<file path="src/rtl/mem_arb_pkg.sv">
// Shared encodings for the unified-memory port arbiter: FSM states and the
// identifiers of the two requesting pipeline stages.
package mem_arb_pkg;

    typedef enum logic [1:0] {
        IDLE   = 2'd0,
        ISSUE  = 2'd1,
        WAIT_R = 2'd2,
        RESP   = 2'd3
    } arb_state_e;

    localparam logic OWN_IF  = 1'b0;
    localparam logic OWN_MEM = 1'b1;

    localparam int STARVE_W = 4;

endpackage

</file>
<file path="src/rtl/mem_port_arbiter.sv">
// Arbitrates the IF and MEM pipeline stages onto one single-port memory,
// MEM-first with a starvation bound for IF, and generates per-stage stalls.
module mem_port_arbiter
    import mem_arb_pkg::*;
#(
    parameter int ADDR_W     = 16,
    parameter int DATA_W     = 16,
    parameter int STARVE_MAX = 4
) (
    input  logic                clk,
    input  logic                rst,
    input  logic                if_req,
    input  logic [ADDR_W-1:0]   if_addr,
    output logic                if_done,
    output logic [DATA_W-1:0]   if_rdata,
    input  logic                m_req,
    input  logic                m_we,
    input  logic [ADDR_W-1:0]   m_addr,
    input  logic [DATA_W-1:0]   m_wdata,
    output logic                m_done,
    output logic [DATA_W-1:0]   m_rdata,
    output logic                stall_if,
    output logic                stall_m,
    output logic                mem_valid,
    output logic                mem_we,
    output logic [ADDR_W-1:0]   mem_addr,
    output logic [DATA_W-1:0]   mem_wdata,
    input  logic                mem_ready,
    input  logic                mem_rvalid,
    input  logic [DATA_W-1:0]   mem_rdata,
    output logic [1:0]          dbg_state,
    output logic [STARVE_W-1:0] dbg_starve_cnt
);

    localparam logic [STARVE_W-1:0] STARVE_LIM = STARVE_W'(STARVE_MAX);

    arb_state_e          state_q, state_d;
    logic                owner_q, owner_d;
    logic [STARVE_W-1:0] starve_q, starve_d;
    logic                mem_valid_q, mem_valid_d;
    logic                mem_we_q, mem_we_d;
    logic [ADDR_W-1:0]   mem_addr_q, mem_addr_d;
    logic [DATA_W-1:0]   mem_wdata_q, mem_wdata_d;
    logic [DATA_W-1:0]   if_rdata_q, if_rdata_d;
    logic [DATA_W-1:0]   m_rdata_q, m_rdata_d;
    logic                grant_if;

    always_ff @(posedge clk) begin
        if (rst) begin
            state_q     <= IDLE;
            owner_q     <= OWN_IF;
            starve_q    <= '0;
            mem_valid_q <= 1'b0;
            mem_we_q    <= 1'b0;
            mem_addr_q  <= '0;
            mem_wdata_q <= '0;
            if_rdata_q  <= '0;
            m_rdata_q   <= '0;
        end else begin
            state_q     <= state_d;
            owner_q     <= owner_d;
            starve_q    <= starve_d;
            mem_valid_q <= mem_valid_d;
            mem_we_q    <= mem_we_d;
            mem_addr_q  <= mem_addr_d;
            mem_wdata_q <= mem_wdata_d;
            if_rdata_q  <= if_rdata_d;
            m_rdata_q   <= m_rdata_d;
        end
    end

    // IF only wins contention once MEM has used up its run of consecutive grants.
    assign grant_if = if_req & (~m_req | (starve_q == STARVE_LIM));

    // Memory-side fields are latched at grant and held only while in ISSUE.
    always_comb begin
        state_d     = state_q;
        owner_d     = owner_q;
        starve_d    = starve_q;
        mem_valid_d = 1'b0;
        mem_we_d    = 1'b0;
        mem_addr_d  = '0;
        mem_wdata_d = '0;
        if_rdata_d  = if_rdata_q;
        m_rdata_d   = m_rdata_q;
        case (state_q)
            IDLE: begin
                if (grant_if) begin
                    state_d     = ISSUE;
                    owner_d     = OWN_IF;
                    starve_d    = '0;
                    mem_valid_d = 1'b1;
                    mem_addr_d  = if_addr;
                end else if (m_req) begin
                    state_d     = ISSUE;
                    owner_d     = OWN_MEM;
                    starve_d    = !if_req ? '0 :
                                  (starve_q < STARVE_LIM) ? starve_q + 1'b1 : starve_q;
                    mem_valid_d = 1'b1;
                    mem_we_d    = m_we;
                    mem_addr_d  = m_addr;
                    mem_wdata_d = m_wdata;
                end
            end
            ISSUE: begin
                if (mem_ready) begin
                    state_d = mem_we_q ? RESP : WAIT_R;
                end else begin
                    mem_valid_d = 1'b1;
                    mem_we_d    = mem_we_q;
                    mem_addr_d  = mem_addr_q;
                    mem_wdata_d = mem_wdata_q;
                end
            end
            WAIT_R: begin
                if (mem_rvalid) begin
                    state_d = RESP;
                    if (owner_q == OWN_IF) if_rdata_d = mem_rdata;
                    else                   m_rdata_d  = mem_rdata;
                end
            end
            RESP: begin
                state_d = IDLE;
            end
            default: begin
                state_d = IDLE;
            end
        endcase
    end

    always_comb begin
        if_done = (state_q == RESP) && (owner_q == OWN_IF);
        m_done  = (state_q == RESP) && (owner_q == OWN_MEM);
    end

    assign stall_if       = if_req & ~if_done;
    assign stall_m        = m_req & ~m_done;
    assign mem_valid      = mem_valid_q;
    assign mem_we         = mem_we_q;
    assign mem_addr       = mem_addr_q;
    assign mem_wdata      = mem_wdata_q;
    assign if_rdata       = if_rdata_q;
    assign m_rdata        = m_rdata_q;
    assign dbg_state      = state_q;
    assign dbg_starve_cnt = starve_q;

endmodule

</file>
<file path="config.mk">
export PLATFORM = sky130hd
export DESIGN_NAME = mem_port_arbiter
export DESIGN_NICKNAME = d
export VERILOG_FILES = /design/src/rtl/mem_arb_pkg.sv /design/src/rtl/mem_port_arbiter.sv
export SDC_FILE = /design/constraint.sdc
export NUM_CORES = 1
export LEC_CHECK = 0
export CELL_PAD_IN_SITES_DETAIL_PLACEMENT = 1
export CELL_PAD_IN_SITES_GLOBAL_PLACEMENT = 1
export CORE_UTILIZATION = 30
export CTS_CLUSTER_DIAMETER = 50
export DETAILED_ROUTE_END_ITERATION = 6
export HOLD_SLACK_MARGIN = 0.12
export PLACE_DENSITY = 0.82
export SLEW_MARGIN = 20
export SYNTH_ARGS = -nofsm -noshare
export SYNTH_HDL_FRONTEND = slang
export SYNTH_SLANG_ARGS = --single-unit
</file>
<file path="constraint.sdc">
create_clock -name clk -period 4.3 [get_ports clk]
set_input_delay 0.86 -clock clk [delete_from_list [all_inputs] [get_ports clk]]
set_output_delay 0.86 -clock clk [all_outputs]
set_load 0.02 [all_outputs]
</file>
== After elaboration in Yosys (flattened, before gate mapping) ==
Cells that the tools add are included.

* Add/sub/neg operators: 1
* $lt $le $gt $ge: 1
* Equality and inequality tests: 8
* Muxes and demuxes: 27
* Bitwise gates (word level): 8
* Reduce and logical (&&, ||, !) cells: 9

{| class="wikitable"
|+ Operator list
! cell !! count
|-
| 16-bit 2-to-1 mux || 5
|-
| 16-bit case mux with 2 select lines || 2
|-
| 4-bit 2-to-1 mux || 4
|-
| 3-bit AND reduction || 4
|-
| 1-bit 2-to-1 mux || 9
|-
| 2-bit 2-to-1 mux || 4
|-
| 2-bit case mux with 4 select lines || 1
|-
| 4-bit by 1-bit adder with 4-bit output (second input constant) || 1
|-
| 2-bit == test (second input constant) || 2
|-
| 4-bit by 3-bit == test with 1-bit output (second input constant) || 1
|-
| 4-bit by 3-bit less-than comparator with 1-bit output (second input constant) || 1
|-
| 2-bit inequality test (second input constant) || 2
|-
| 1-bit inverter || 4
|-
| 1-bit case mux with 2 select lines || 2
|-
| 1-bit bitwise AND || 3
|-
| 3-bit by 1-bit inequality test with 1-bit output (second input constant) || 1
|-
| 3-bit inequality test (second input constant) || 1
|-
| 2-bit by 1-bit == test with 1-bit output (second input constant) || 1
|-
| 1-bit logical AND || 2
|-
| 2-bit zero test || 1
|-
| 2-bit AND reduction || 1
|-
| 2-bit nonzero test || 1
|-
| 1-bit OR || 1
|}

* Register bits: 73
* Input bits: 71

== Longest topological paths before layout ==
* Depth after elaboration: 5
* Gate-level depth with buffers: 8

== Least setup slack after synthesis ==
No wires, ideal clock.

* Path kind: reg2out
* Start point: register state_q[1], in the netlist dbg_state[1]
* End point: output port stall_if
* Data arrival time: 1.263 ns
* Path slack: 2.177 ns
* Cell stages (with the launch flop): 4
* Path buffers: 0
* Cells stage by stage: dfxtp_1 > ha_1 > nor2b_1 > nor2_1

* Word-level cells in the longest chain between the ends: 4

{| class="wikitable"
|+ RTL lines
! element !! RTL line !! RTL
|-
| start, declared || mem_port_arbiter.sv:37 || <nowiki>arb_state_e state_q, state_d;</nowiki>
|-
| start signal, assigned || mem_port_arbiter.sv:60 || <nowiki>state_q <= state_d;</nowiki>
|-
| 2-bit == test || mem_port_arbiter.sv:132 || <nowiki>if_done = (state_q == RESP) && (owner_q == OWN_IF);</nowiki>
|-
| 1-bit logical AND || mem_port_arbiter.sv:132 ||
|-
| net if_done || mem_port_arbiter.sv:14 || <nowiki>output logic if_done,</nowiki>
|-
| 1-bit inverter || mem_port_arbiter.sv:136 || <nowiki>assign stall_if = if_req & ~if_done;</nowiki>
|-
| 1-bit bitwise AND || mem_port_arbiter.sv:136 ||
|-
| end, declared || mem_port_arbiter.sv:22 || <nowiki>output logic stall_if,</nowiki>
|}

The timed path passes the listed nets, and every way through them passes these cells.

== Worst setup path in the final report ==
* Start point: input port if_req
* End point: output port stall_if

* Word-level cells in the longest chain between the ends: 1

{| class="wikitable"
|+ RTL lines
! element !! RTL line !! RTL
|-
| start, declared || mem_port_arbiter.sv:12 || <nowiki>input logic if_req,</nowiki>
|-
| 1-bit bitwise AND || mem_port_arbiter.sv:136 ||
|}

Every way passes these cells.

==> flow_metrics.py <==
metrics = {
    "floorplan": {
        "coreArea_mm2": 0.00928,
        "dieArea_mm2": 0.00998,
        "die_x_um": 99.9,
        "rows": 35,
        "die_h_um": 99.9,
        "num_io_pins": 147,
        "initial_core_util_pct": 31.0,
    },
    "cts": {
        "cts_hold_buf": 0,
        "root_buffer": "clkbuf_8",
        "cts_tree": "built",
        "clk_latency_ps": 340,
        "clock_sinks": 73,
        "clk_path_buf_depth": 2,
        "cts_made_buffers": 9,
        "cts_resized": 0,
        "clk_pin_slew_ps": 80,
        "post_cts_buffers": 0,
        "h-tree-depth": 3,
    },
    "worst_setup_path": {
        "crit_required_ps": 3440,
        "cpMostUsedCell": "clkdlybuf4s50_1",
        "rr_startpoint": "dbg_state[1]$_SDFFE_PP0P_",
        "arrival_ps": 2300,
        "crit_family": "buffers and inverters",
        "reg2reg_depth": 7,
        "end_kind": "output port",
        "crit_slowest_cell": "clkdlybuf4s50_1",
        "cp_num_buf_inv": 3,
        "cp_cell_sequence": "clkdlybuf4s50_1 -> inv_1 -> nor2_1 -> clkdlybuf4s50_1",
        "cp-start-kind": "input pin",
        "cpPeakStageDelay_ps": 640,
        "rrSetupSlack_ps": 1800,
        "crit_path_max_fanout": 6,
        "r2r_end": "dbg_state[0]$_SDFFE_PP0P_",
        "crit_type": "in -> out",
    },
    "synth": {
        "synth-warning-count": 0,
        "synth.avg_cell_area_um2": 8.61,
        "synth_top_area_share_pct": 50.8,
        "netlist_top_cells_area": "dfxtp_1 51%, nand2_1 9.7%, a22oi_1 8.9%",
        "synth_nets": 411,
        "synthArstFlopShare_pct": 0,
        "syn-instance-count": 334,
        "synth.distinct_cells": 36,
        "synth.most_common_cell": "nand2_1",
        "synth_top_area_cell": "dfxtp_1",
        "ys_seq_area_share_pct": 50.8,
        "synth_edf_count": 0,
        "synth_common_cells": "74 x nand2_1, 73 x dfxtp_1, 44 x a21oi_1",
        "synth_area_mm2": 0.00288,
        "synth-main-ff-cell": "dfxtp_1",
        "ys_ff_latch": 73,
    },
    "timing": {
        "finalCritPeriodShare_pct": 73.4,
        "clock_skew_ps": 7.93,
        "holdWs_ps": 456,
        "fin_tns_setup_ps": 0,
        "period_needed_ps": 3160,
        "worstMarginPinSlew_ps": 977,
        "hold_viol_final": 0,
        "slew_headroom_pct": 34.9,
        "rsz0062_at_grt": "false",
        "setup-violations-final": 0,
        "slew_violations": 0,
        "max_freq_mhz": 317,
    },
    "min_path": {
        "hold_class": "reg -> reg",
        "whs_endpoint": "if_rdata[14]$_SDFFE_PP0P_",
        "holdPathStages": 2,
        "hold_start": "if_rdata[14]$_SDFFE_PP0P_",
    },
    "outcome": {
        "status": "completed",
    },
    "detailed_routing": {
        "wirelength_mm": 9.52,
        "postRouteAntennaNets": 0,
        "dr_total_vias": 2949,
        "drt_iter0_drc": 97,
        "routed_via_density": 4.87,
        "drc": 0,
        "wire_per_inst_um": 15.7,
        "first_pass_iters": 4,
    },
    "final_layout": {
        "nets": 549,
        "areaGrowthSynthToFinish_pct": 61.7,
        "finalInstanceArea_mm2": 0.00465,
        "fillCellCount": 1091,
        "diodes": 0,
        "drive_gt1_share_pct": 4.82,
    },
    "global_route": {
        "grt_max_degree": 69,
        "grt_pass1_vias": 3062,
        "gr-total-overflow": 0,
        "antenna_found_initial": 0,
        "grt_use_total_pct": 19.1,
        "grt_pass1_wl_mm": 15.1,
    },
    "power_and_ir_drop": {
        "power_density_mw_per_mm2": 487,
        "ir_drop_mv": 0.204,
        "cellLeakagePower_nw": 1.63,
    },
    "placement": {
        "io_buffers": 146,
        "place.gp.congestion": 0.753,
        "place_area_mm2": 0.00441,
        "post-dp-hpwl_mm": 6.91,
    },
    "flow_run": {
        "cap_violations": 0,
    },
}
## cell type report
class | count | area, um^2 | area share [%]
clock buffer | 10 | 128 | 2.74
clock inverter | 6 | 114 | 2.45
inverter | 9 | 33.8 | 0.727
multi-input combinational | 231 | 1280 | 27.5
sequential | 73 | 1460 | 31.4
tap | 129 | 161 | 3.47
timing repair buffer | 148 | 1470 | 31.6
## state kept, by name, indices dropped and copies added, names as in the netlist
signal          flops
if_rdata           16
m_rdata            16
dbg_state           2
dbg_starve_cnt      4
mem_we              1
mem_addr           16
mem_wdata          16
mem_valid           1
owner_q             1
## routing by layer
layer,share of wire (%),global-route usage (%),vias up
li1,-,-,1437
met1,43,23.7,1386
met2,48,31.9,111
met3,6.2,4.39,15
met4,2.1,7.92,0
met5,0,0,-
## logic make-up after synthesis
logic type / count (synthesis) / share of synthesized area [%]
adder cells (fa/ha/maj): 6 / 2.61
AO/OA/AOI/OAI: 104 / 23.2
multiplexers: 1 / 0.348
AND/OR/NAND/NOR: 120 / 18.4
flip-flops: 73 / 50.8
buffers and inverters: 30 / 4.66
## report_power, final
part	internal (W)	total, W	leakage [nW]	switching [W]
sequential	0.000770	0.000841	0.594	0.0000707
clock	0.000388	0.000650	0.113	0.000262
combinational	0.000342	0.000773	0.926	0.000431
total	0.00150	0.00226	1.63	0.000764
## stage by stage
stage	worst slack [ps]	utilization (%)	power, W	cells
2_1_floorplan	2180	-	0.00128	334
3_3_place_gp	1220	47.5	0.00160	590
3_5_place_dp	1130	47.5	0.00163	590
4_1_cts	1120	50.1	0.00229	606
5_1_grt	1100	50.1	0.00240	606
6_report	1140	50.1	0.00226	606
## worst register-to-register path: stages, from the launching register on
cell	delay (ps)
dfxtp_1	420
inv_1	90
ha_1	240
and2b_1	520
buf_4	390
a221o_1	330
or3_1	350
o31ai_1	70
## worst max path at each step
stage | slack [ps] | from | end | cells past startpoint
floorplan | 2180 | dbg_state[1]$_SDFFE_PP0P_ | stall_if | 3
global placement | 1220 | if_req | stall_if | 4
detailed placement | 1130 | if_req | stall_if | 4
CTS | 1120 | if_req | stall_if | 4
global route | 1100 | if_req | stall_if | 4
finish | 1140 | if_req | stall_if | 4
## placed cells by master, fill, tap and decap left out
cell and n:
dfxtp_1 73, nand3_1 2, o31ai_1 2, inv_6 1
nand3_2 1, ha_1 6, a221oi_1 9, nand2_2 1
a31oi_1 1, inv_1 9, nor2_1 26, a221o_1 1
buf_4 2, o21a_1 2, nor2_4 1, nand2b_1 1
nor2b_1 3, nand3b_1 2, a21oi_1 44, a22oi_1 34
o21ai_0 8, or3_1 1, nor4b_1 1, and2b_1 1
o21ai_2 1, nand2_1 74, nand4b_1 1, mux2i_1 1
o2111ai_1 1, o22a_1 1, and2_1 2, clkbuf_8 9
bufinv_16 3, clkdlybuf4s50_1 145, and3_1 2, nor3b_4 1
clkbuf_1 1, clkinvlp_4 2, buf_2 1
Power figures use the tool's default switching activity.
